[config.mk]
export PLATFORM = sky130hd
export DESIGN_NAME = pow2_lut_div_flat
export DESIGN_NICKNAME = d
export VERILOG_FILES = /design/src/rtl/pow2_lut_div_if.sv /design/src/rtl/pow2_lut_div.sv /design/src/flat_wrapper.sv
export SDC_FILE = /design/constraint.sdc
export NUM_CORES = 1
export LEC_CHECK = 0
export CAP_MARGIN = 20
export CORE_AREA = 2 2 126 128
export CTS_BUF_LIST = sky130_fd_sc_hd__clkbuf_16
export CTS_CLUSTER_DIAMETER = 80
export DETAILED_ROUTE_END_ITERATION = 12
export DIE_AREA = 0 0 128 130
export MAX_ROUTING_LAYER = met4
export PLACE_DENSITY = 0.73
export SLEW_MARGIN = 30
export SYNTH_ARGS = -nofsm -noshare
export SYNTH_HDL_FRONTEND = slang
export SYNTH_SLANG_ARGS = --single-unit
[constraint.sdc]
create_clock -name clk -period 6.5 [get_ports clk]
set_clock_uncertainty 0.05 [all_clocks]
set_input_delay 1.3 -clock clk [delete_from_list [all_inputs] [get_ports clk]]
set_output_delay 1.3 -clock clk [all_outputs]
set_load 0.005 [all_outputs]
[src/rtl/pow2_lut_div_if.sv]
// rtl/pow2_lut_div_if.sv - operand/result handshake bundle for pow2_lut_div
interface pow2_lut_div_if #(
  parameter int DATA_W = 16
);
  logic              in_valid;
  logic              in_ready;
  logic [DATA_W-1:0] dividend;
  logic [DATA_W-1:0] divisor;
  logic              out_valid;
  logic              out_ready;
  logic [DATA_W-1:0] quotient;
  logic [DATA_W-1:0] remainder;
  logic              div_by_zero;
  logic              overflow;
  logic              busy;

  modport master (
    output in_valid, dividend, divisor, out_ready,
    input  in_ready, out_valid, quotient, remainder, div_by_zero, overflow, busy
  );

  modport slave (
    input  in_valid, dividend, divisor, out_ready,
    output in_ready, out_valid, quotient, remainder, div_by_zero, overflow, busy
  );
endinterface

[src/rtl/pow2_lut_div.sv]
// rtl/pow2_lut_div.sv - iterative unsigned divider using a power-of-two weight table
// Restoring division over ITERS table weights; quotients of 2^ITERS or more saturate and flag overflow.
module pow2_lut_div #(
  parameter int DATA_W = 16,
  parameter int ITERS  = 7
) (
  input logic           clk,
  input logic           rst,
  pow2_lut_div_if.slave io
);
  localparam int EXT_W = DATA_W + ITERS;
  localparam int IDX_W = (ITERS > 1) ? $clog2(ITERS) : 1;
  localparam logic [IDX_W-1:0]  LAST_IDX = IDX_W'(ITERS - 1);
  localparam logic [DATA_W-1:0] Q_SAT    = DATA_W'((1 << ITERS) - 1);

  typedef enum logic [1:0] {
    IDLE,
    RUN,
    DONE
  } state_e;

  state_e            state_q, state_d;
  logic [DATA_W-1:0] r_q, r_d;
  logic [DATA_W-1:0] d_q, d_d;
  logic [DATA_W-1:0] q_q, q_d;
  logic [IDX_W-1:0]  idx_q, idx_d;
  logic [DATA_W-1:0] quo_q, quo_d;
  logic [DATA_W-1:0] rem_q, rem_d;
  logic              dbz_q, dbz_d;
  logic              ovf_q, ovf_d;

  logic [ITERS-1:0] weight_tbl [ITERS];

  for (genvar gi = 0; gi < ITERS; gi++) begin : g_weight
    assign weight_tbl[gi] = ITERS'(1) << (ITERS - 1 - gi);
  end

  logic [IDX_W-1:0]  shamt;
  logic [EXT_W-1:0]  r_ext;
  logic [EXT_W-1:0]  dw_ext;
  logic [DATA_W-1:0] weight;
  logic              take;
  logic [DATA_W-1:0] r_step;
  logic [DATA_W-1:0] q_step;

  // D*W is a shift by log2(W); the compare is done wide so large D*W never wraps.
  always_comb begin
    shamt  = LAST_IDX - idx_q;
    r_ext  = {{ITERS{1'b0}}, r_q};
    dw_ext = {{ITERS{1'b0}}, d_q} << shamt;
    weight = {{(DATA_W - ITERS){1'b0}}, weight_tbl[idx_q]};
    take   = (r_ext >= dw_ext);
    r_step = take ? (r_q - dw_ext[DATA_W-1:0]) : r_q;
    q_step = take ? (q_q + weight) : q_q;
  end

  always_comb begin
    state_d = state_q;
    r_d     = r_q;
    d_d     = d_q;
    q_d     = q_q;
    idx_d   = idx_q;
    quo_d   = quo_q;
    rem_d   = rem_q;
    dbz_d   = dbz_q;
    ovf_d   = ovf_q;
    unique case (state_q)
      IDLE: begin
        if (io.in_valid) begin
          q_d     = '0;
          idx_d   = '0;
          ovf_d   = 1'b0;
          d_d     = io.divisor;
          state_d = RUN;
          if (io.divisor == '0) begin
            // Zero divisor: result is loaded now, RUN is a single pass-through cycle.
            dbz_d = 1'b1;
            quo_d = '1;
            rem_d = io.dividend;
            r_d   = '0;
          end else begin
            dbz_d = 1'b0;
            r_d   = io.dividend;
          end
        end
      end
      RUN: begin
        if (dbz_q) begin
          state_d = DONE;
        end else begin
          r_d   = r_step;
          q_d   = q_step;
          idx_d = idx_q + 1'b1;
          if (idx_q == LAST_IDX) begin
            state_d = DONE;
            idx_d   = '0;
            ovf_d   = (r_step >= d_q);
            quo_d   = (r_step >= d_q) ? Q_SAT : q_step;
            rem_d   = r_step;
          end
        end
      end
      DONE: begin
        if (io.out_ready) begin
          state_d = IDLE;
        end
      end
      default: state_d = IDLE;
    endcase
  end

  always_ff @(posedge clk) begin
    if (rst) begin
      state_q <= IDLE;
      r_q     <= '0;
      d_q     <= '0;
      q_q     <= '0;
      idx_q   <= '0;
      quo_q   <= '0;
      rem_q   <= '0;
      dbz_q   <= 1'b0;
      ovf_q   <= 1'b0;
    end else begin
      state_q <= state_d;
      r_q     <= r_d;
      d_q     <= d_d;
      q_q     <= q_d;
      idx_q   <= idx_d;
      quo_q   <= quo_d;
      rem_q   <= rem_d;
      dbz_q   <= dbz_d;
      ovf_q   <= ovf_d;
    end
  end

  assign io.in_ready    = (state_q == IDLE);
  assign io.out_valid   = (state_q == DONE);
  assign io.busy        = (state_q != IDLE);
  assign io.quotient    = quo_q;
  assign io.remainder   = rem_q;
  assign io.div_by_zero = dbz_q;
  assign io.overflow    = ovf_q;
endmodule

[src/flat_wrapper.sv]
// flat-port wrapper written by rule: the top's interface ports become plain ports
module pow2_lut_div_flat 
#(
  parameter int DATA_W = 16,
  parameter int ITERS  = 7
)
  (clk, rst, io_in_valid, io_dividend, io_divisor, io_out_ready, io_in_ready, io_out_valid, io_quotient, io_remainder, io_div_by_zero, io_overflow, io_busy);
  pow2_lut_div_if #(.DATA_W(DATA_W)) io_i ();
  input logic clk;
  input logic rst;
  input wire logic [$bits(io_i.in_valid)-1:0] io_in_valid;
  input wire logic [$bits(io_i.dividend)-1:0] io_dividend;
  input wire logic [$bits(io_i.divisor)-1:0] io_divisor;
  input wire logic [$bits(io_i.out_ready)-1:0] io_out_ready;
  output wire logic [$bits(io_i.in_ready)-1:0] io_in_ready;
  output wire logic [$bits(io_i.out_valid)-1:0] io_out_valid;
  output wire logic [$bits(io_i.quotient)-1:0] io_quotient;
  output wire logic [$bits(io_i.remainder)-1:0] io_remainder;
  output wire logic [$bits(io_i.div_by_zero)-1:0] io_div_by_zero;
  output wire logic [$bits(io_i.overflow)-1:0] io_overflow;
  output wire logic [$bits(io_i.busy)-1:0] io_busy;
  assign io_i.in_valid = io_in_valid;
  assign io_i.dividend = io_dividend;
  assign io_i.divisor = io_divisor;
  assign io_i.out_ready = io_out_ready;
  assign io_in_ready = io_i.in_ready;
  assign io_out_valid = io_i.out_valid;
  assign io_quotient = io_i.quotient;
  assign io_remainder = io_i.remainder;
  assign io_div_by_zero = io_i.div_by_zero;
  assign io_overflow = io_i.overflow;
  assign io_busy = io_i.busy;
  pow2_lut_div #(.DATA_W(DATA_W), .ITERS(ITERS)) u_core (.clk(clk), .rst(rst), .io(io_i));
endmodule
======== Word level (Yosys, flattened, before mapping) ========
Memory sizes are Yosys's and may differ from the RTL's.
Cells that the tools add are included.
cells by class
  $add $sub $neg .......................... 4
  order comparisons ....................... 3
  eq/ne operators ......................... 9
  shift-type cells ........................ 1
  multiplexer cells ....................... 36
  bitwise operators ....................... 1
  reductions and logical operators ........ 9
operator list
  operator             number
  $mux 16              16
  $pmux 16 s2          4
  $ge 16x23->1         1
  $shl 16x3->23        1
  $add 16x7->16        1
  $ge 16x16->1         1
  $logic_not 16->1     1
  $sub 16x16->16       1
  $mux 7               2
  $mux 3               3
  $mux 2               4
  $ne 2x2->1 const B   3
  $pmux 2 s3           1
  $pmux 3 s2           1
  $reduce_and 3->1     2
  $reduce_and 5->1     1
  $ge 4x4->1 const B   1
  $mux 1               4
  $ne 2x1->1 const B   2
  $not 3->4            1
  $reduce_and 4->1     1
  $reduce_bool 2->1    2
  $add 3x1->3 const B  1
  $eq 3x3->1 const B   1
  other kinds (7)      7
word-level totals
  flip-flop bits (word level) ............. 87
  bits in read-only memories .............. 56
  logic and storage cells ................. 73
  memories ................................ 1
memory list
  name              depth  bits a word  rd ports  clocked after Yosys merged registers in  wr ports  line                source
  (name not given)  8      7            1         0                                        0         pow2_lut_div.sv:51  weight = {{(DATA_W - ITERS){1'b0}}, weight_tbl[idx_q]};

======== Logic depth before layout (Yosys ltp) ========
  depth after elaboration ................. 10
  gate-level depth with buffers ........... 30
  mapped depth without buffers ............ 24

======== Worst setup path before layout ========
No wires, ideal clock.
  kind .................................... register to register
  start point ............................. reg u_core.idx_q[0]
  end point ............................... reg u_core.quo_q[0], in the netlist u_core.io.quotient[0]
  arrival time ............................ 5.951 ns
  required time ........................... 6.316 ns
  setup slack ............................. 0.365 ns
  stages on the path, launching flop included .. 29
  path buffers ............................ 8
  path through ............................ dfxtp_1 -> buf_2 -> inv_1 -> buf_1 -> ha_1 -> buf_6 -> clkbuf_1 -> buf_1 -> mux2i_1 -> mux2i_1 -> a21oi_1 -> ha_1 -> a21o_1 -> a31o_2 -> a31oi_1 -> nand4b_1 -> nand2_2 -> buf_2 -> buf_1 -> o21ai_0 -> ha_1 -> nand4_1 -> nor2_1 -> a21oi_1 -> o211ai_1 -> a41oi_1 -> and2_1 -> clkbuf_1 -> a211oi_1
on the way
  longest elaborated chain between the ends .. 10
  elaborated cells between the ends (all ways) .. 19
ends and longest elaborated chain
  item                                                   line                 source
  start, declared                                        pow2_lut_div.sv:26   logic [IDX_W-1:0] idx_q, idx_d;
  start signal, assigned                                 pow2_lut_div.sv:128  idx_q <= idx_d;
  branches (longest 10 deep; another with $ge 16x23->1)  -
  end signal, assigned                                   pow2_lut_div.sv:129  quo_q <= quo_d;
  end, declared                                          pow2_lut_div.sv:27   logic [DATA_W-1:0] quo_q, quo_d;
Several ways; the timed one is not identified. The select of a mux whose other input is x is not followed.
A chain may end at the register's enable or synchronous reset.

======== Worst setup path in the final report ========
  start point ............................. reg u_core.idx_q[0]
  end point ............................... reg u_core.quo_q[4], in the netlist u_core.io.quotient[4]
Same word-level chain as after synthesis.

==> qor.yml <==
fin_area_um2: 7154
final_nets: 892
synth_edf_count: 0
antenna_found_initial: 0
yosysWarnings: 0
grt_pass1_vias: 5002
synthCells: 758
crit_path_max_fanout: 22
port_buffers: 72
syn_nets: 840
worstSkewPairLatency_ps: 340
rsz0062_at_grt: "no"
drv_cap: 0
die_x_um: 128
netSwitchingFraction_pct: 36.49
postSynthAreaPerCell_um2: 7.887
cts.sinks: 87
maxSlewHeadroom_pct: 42.38
tightest_slew_ps: 857.7
switchingPower_uw: 695.2
p_comb_share_pct: 41.0
drtAntennaViolNets: 0
routed_wirelength_um: 17040
power_uw: 1905
antenna-diode-count: 0
core_area_um2: 15420
worstSetupStartpointType: "flop"
grt_overflow: 0
p_int_uw: 1210
tns_ps: 0
post-route-period-util_pct: 93.09
synthFlopType: "dfxtp_1"
wl_per_cell_um: 16.92
multi_input_area_um2: 3954
crit_type: "reg -> reg"
dr.pass1.iters: 5
grt_pass1_wl_um: 26920
fill_cells: 1500
vias: 5614
grt_start_max_net_pins: 41
syn_area_um2: 5978
seq_power_share_pct: 32.1
drt-vias-per-instance: 5.575
drc_errors: 0
clk_pin_slew_ps: 60
min_period_ps: 6051
die_height_um: 130
num_rows: 46
dpl_cell_area_um2: 6853
h-tree-depth: 3
clkPwrFrac_pct: 26.9
area_growth_pct: 19.67
ff_latch_area_um2: 1742
numCtsBuffers: 9
peakVddDrop_mv: 0.1434
synth-seq-area-share_pct: 29.13
postSynth.asyncResetShare_pct: 0
grt_util_all_layers_pct: 21.02
cp-end-kind: "flop"
synth_cell_types: 66
cts-root-buf: "clkbuf_16"
status: "complete, no violations"
hpwl_um: 13020
fp.dieArea_um2: 16640
hold_viol: 0
critical_path_arrival_ps: 6220
first_iter_violations: 476
maxSlewViolCount: 0
gp_congestion: 0.9786
setup_viol: 0
io_pins: 73
p_leak_uw: 0.002738
drive_gt1_share_pct: 7.362
cts_tree: "done"
start_util_pct: 38.76
hp-class: "reg -> reg"
pwr_density_cell_nw_per_um2: 266.3
clockBufferDepth: 2
ys_ff_latch: 87
max_freq_mhz: 165.3
critical_path_required_ps: 6670
power by group through the flow:
stage / sequential [uW] / clock, uW / combinational [uW]
2_1_floorplan: 611 / 0 / 554
3_3_place_gp: 623 / 0 / 756
3_5_place_dp: 622 / 0 / 756
4_1_cts: 611 / 521 / 766
5_1_grt: 616 / 550 / 859
6_report: 612 / 513 / 780
cell usage after synthesis (8+ instances only):
cell type  count  area share (%)
dfxtp_1       87              29
nand2_1       85             5.3
nor2_1        82             5.1
a21oi_1       73             6.1
ha_1          44             9.2
clkbuf_1      34             2.1
o21ai_0       34             2.8
inv_1         33             2.1
mux2i_1       27             4.5
a211oi_1      23             2.9
nand2b_1      17             1.8
xnor2_1       17             2.5
nor3_1        16             1.3
a21o_1        14             1.8
mux2_2        14             2.6
nand3_1       12             1.0
nor2b_1       12             1.3
a311oi_1      10             1.5
a31oi_1        9            0.94
o211ai_1       9             1.1
and2_1         8            0.84
nand4_1        8            0.84
xor2_1         8             1.2
worst max-delay path: stages (launching register included):
cell      delay (ps)
dfxtp_1          310
buf_4            190
ha_1             220
ha_1             840
a211oi_1          90
a21oi_1          170
ha_1             320
a21o_1           190
a31o_2           220
a31oi_1          350
nand4b_1         310
nand2_2          390
buf_4            320
mux2_2           390
ha_1             280
nand4_1          110
nor2_1            80
a21oi_1          130
o211ai_1         130
a41oi_2          340
and2_1           360
a211oi_1         120
flip-flops by register name, indices dropped and copies added (netlist names):
register	cells
u_core.d_q	16
u_core.io.quotient	16
u_core.io.remainder	16
u_core.q_q	16
u_core.r_q	16
u_core.idx_q	3
u_core.state_q	2
u_core.io.div_by_zero	1
u_core.io.overflow	1
metrics by stage:
step | hold WS, ps | utilization (%) | setup slack [ps] | instances
floorplan | 398.3 | - | 365.4 | 758
global placement | 396.5 | 44.43 | 538.9 | 991
detailed placement | 396.1 | 44.43 | 297.0 | 991
CTS | 411.8 | 46.30 | 249.6 | 1007
global route | 425.1 | 46.38 | 68.49 | 1007
finish | 408.4 | 46.38 | 449.0 | 1007
metal layers:
layer,vias to the layer above,part of all wire (%),track usage [%]
li1,2822,-,-
met1,2579,46,28.43
met2,185,45,32.05
met3,28,6.5,3.854
met4,0,1.9,6.399
met5,-,0,-
logic make-up (layout without fill, tap and decap cells):
kind of cell,after synthesis,count (layout),synth area share (%)
xor gates and xnor gates,25,25,3.663
muxes,43,43,7.765
adders and majority gates,46,46,9.879
buffers and inverters,76,133,5.065
DFF,87,87,29.13
and+or+nand+nor,269,269,21.39
AOI/OAI and AO/OA,212,212,23.11
path summary, 6_finish.rpt:
check	slack, ps	end	from	cells after the start
worst max-delay path	450	u_core.io.quotient[4]	u_core.idx_q[0]	21
worst min-delay path	410	u_core.io.remainder[11]	u_core.io.remainder[11]	2
worst max register to register	450	u_core.io.quotient[4]	u_core.idx_q[0]	21
worst min register to register	410	u_core.io.remainder[11]	u_core.io.remainder[11]	2
cell type report:
class                           count  area share, %
Timing Repair Buffer               84          11.26
Clock buffer                        9          3.148
Multi-Input combinational cell    595          55.26
Tap cell                          192          3.358
Sequential cell                    87          24.34
Clock inverter                      7         0.8919
Inverter                           33          1.731
what timing repair did:
action / 4_1_cts / 5_1_grt
endpoints found under the setup margin: 0 / 16
gates resized for setup: 0 / 2
setup buffers: 0 / 0
hold buffers: 0 / 0
cell usage in the layout, fill, tap and decap left out, types with 3 or more instances in the layout:
cell type and n:
nand3b_1 4, or3_1 4, dfxtp_1 87, o211ai_1 9
inv_1 34, o21bai_1 5, mux2i_1 27, nand4_1 8
o32ai_1 3, and2_1 8, xor2_1 8, a21oi_1 72
xnor2_1 17, nand2b_1 17, nor4_1 7, clkdlybuf4s50_1 71
o31a_1 5, nand3_1 12, a211oi_1 23, nor2_1 81
ha_1 43, o21a_1 3, clkbuf_16 9, a31oi_1 9
o21ai_0 34, mux2_2 14, nor2b_1 12, a21o_1 14
nor3_1 16, nand2_1 85, buf_4 12, a311oi_1 10
a221oi_1 4
(Power assumes the default switching activity.)
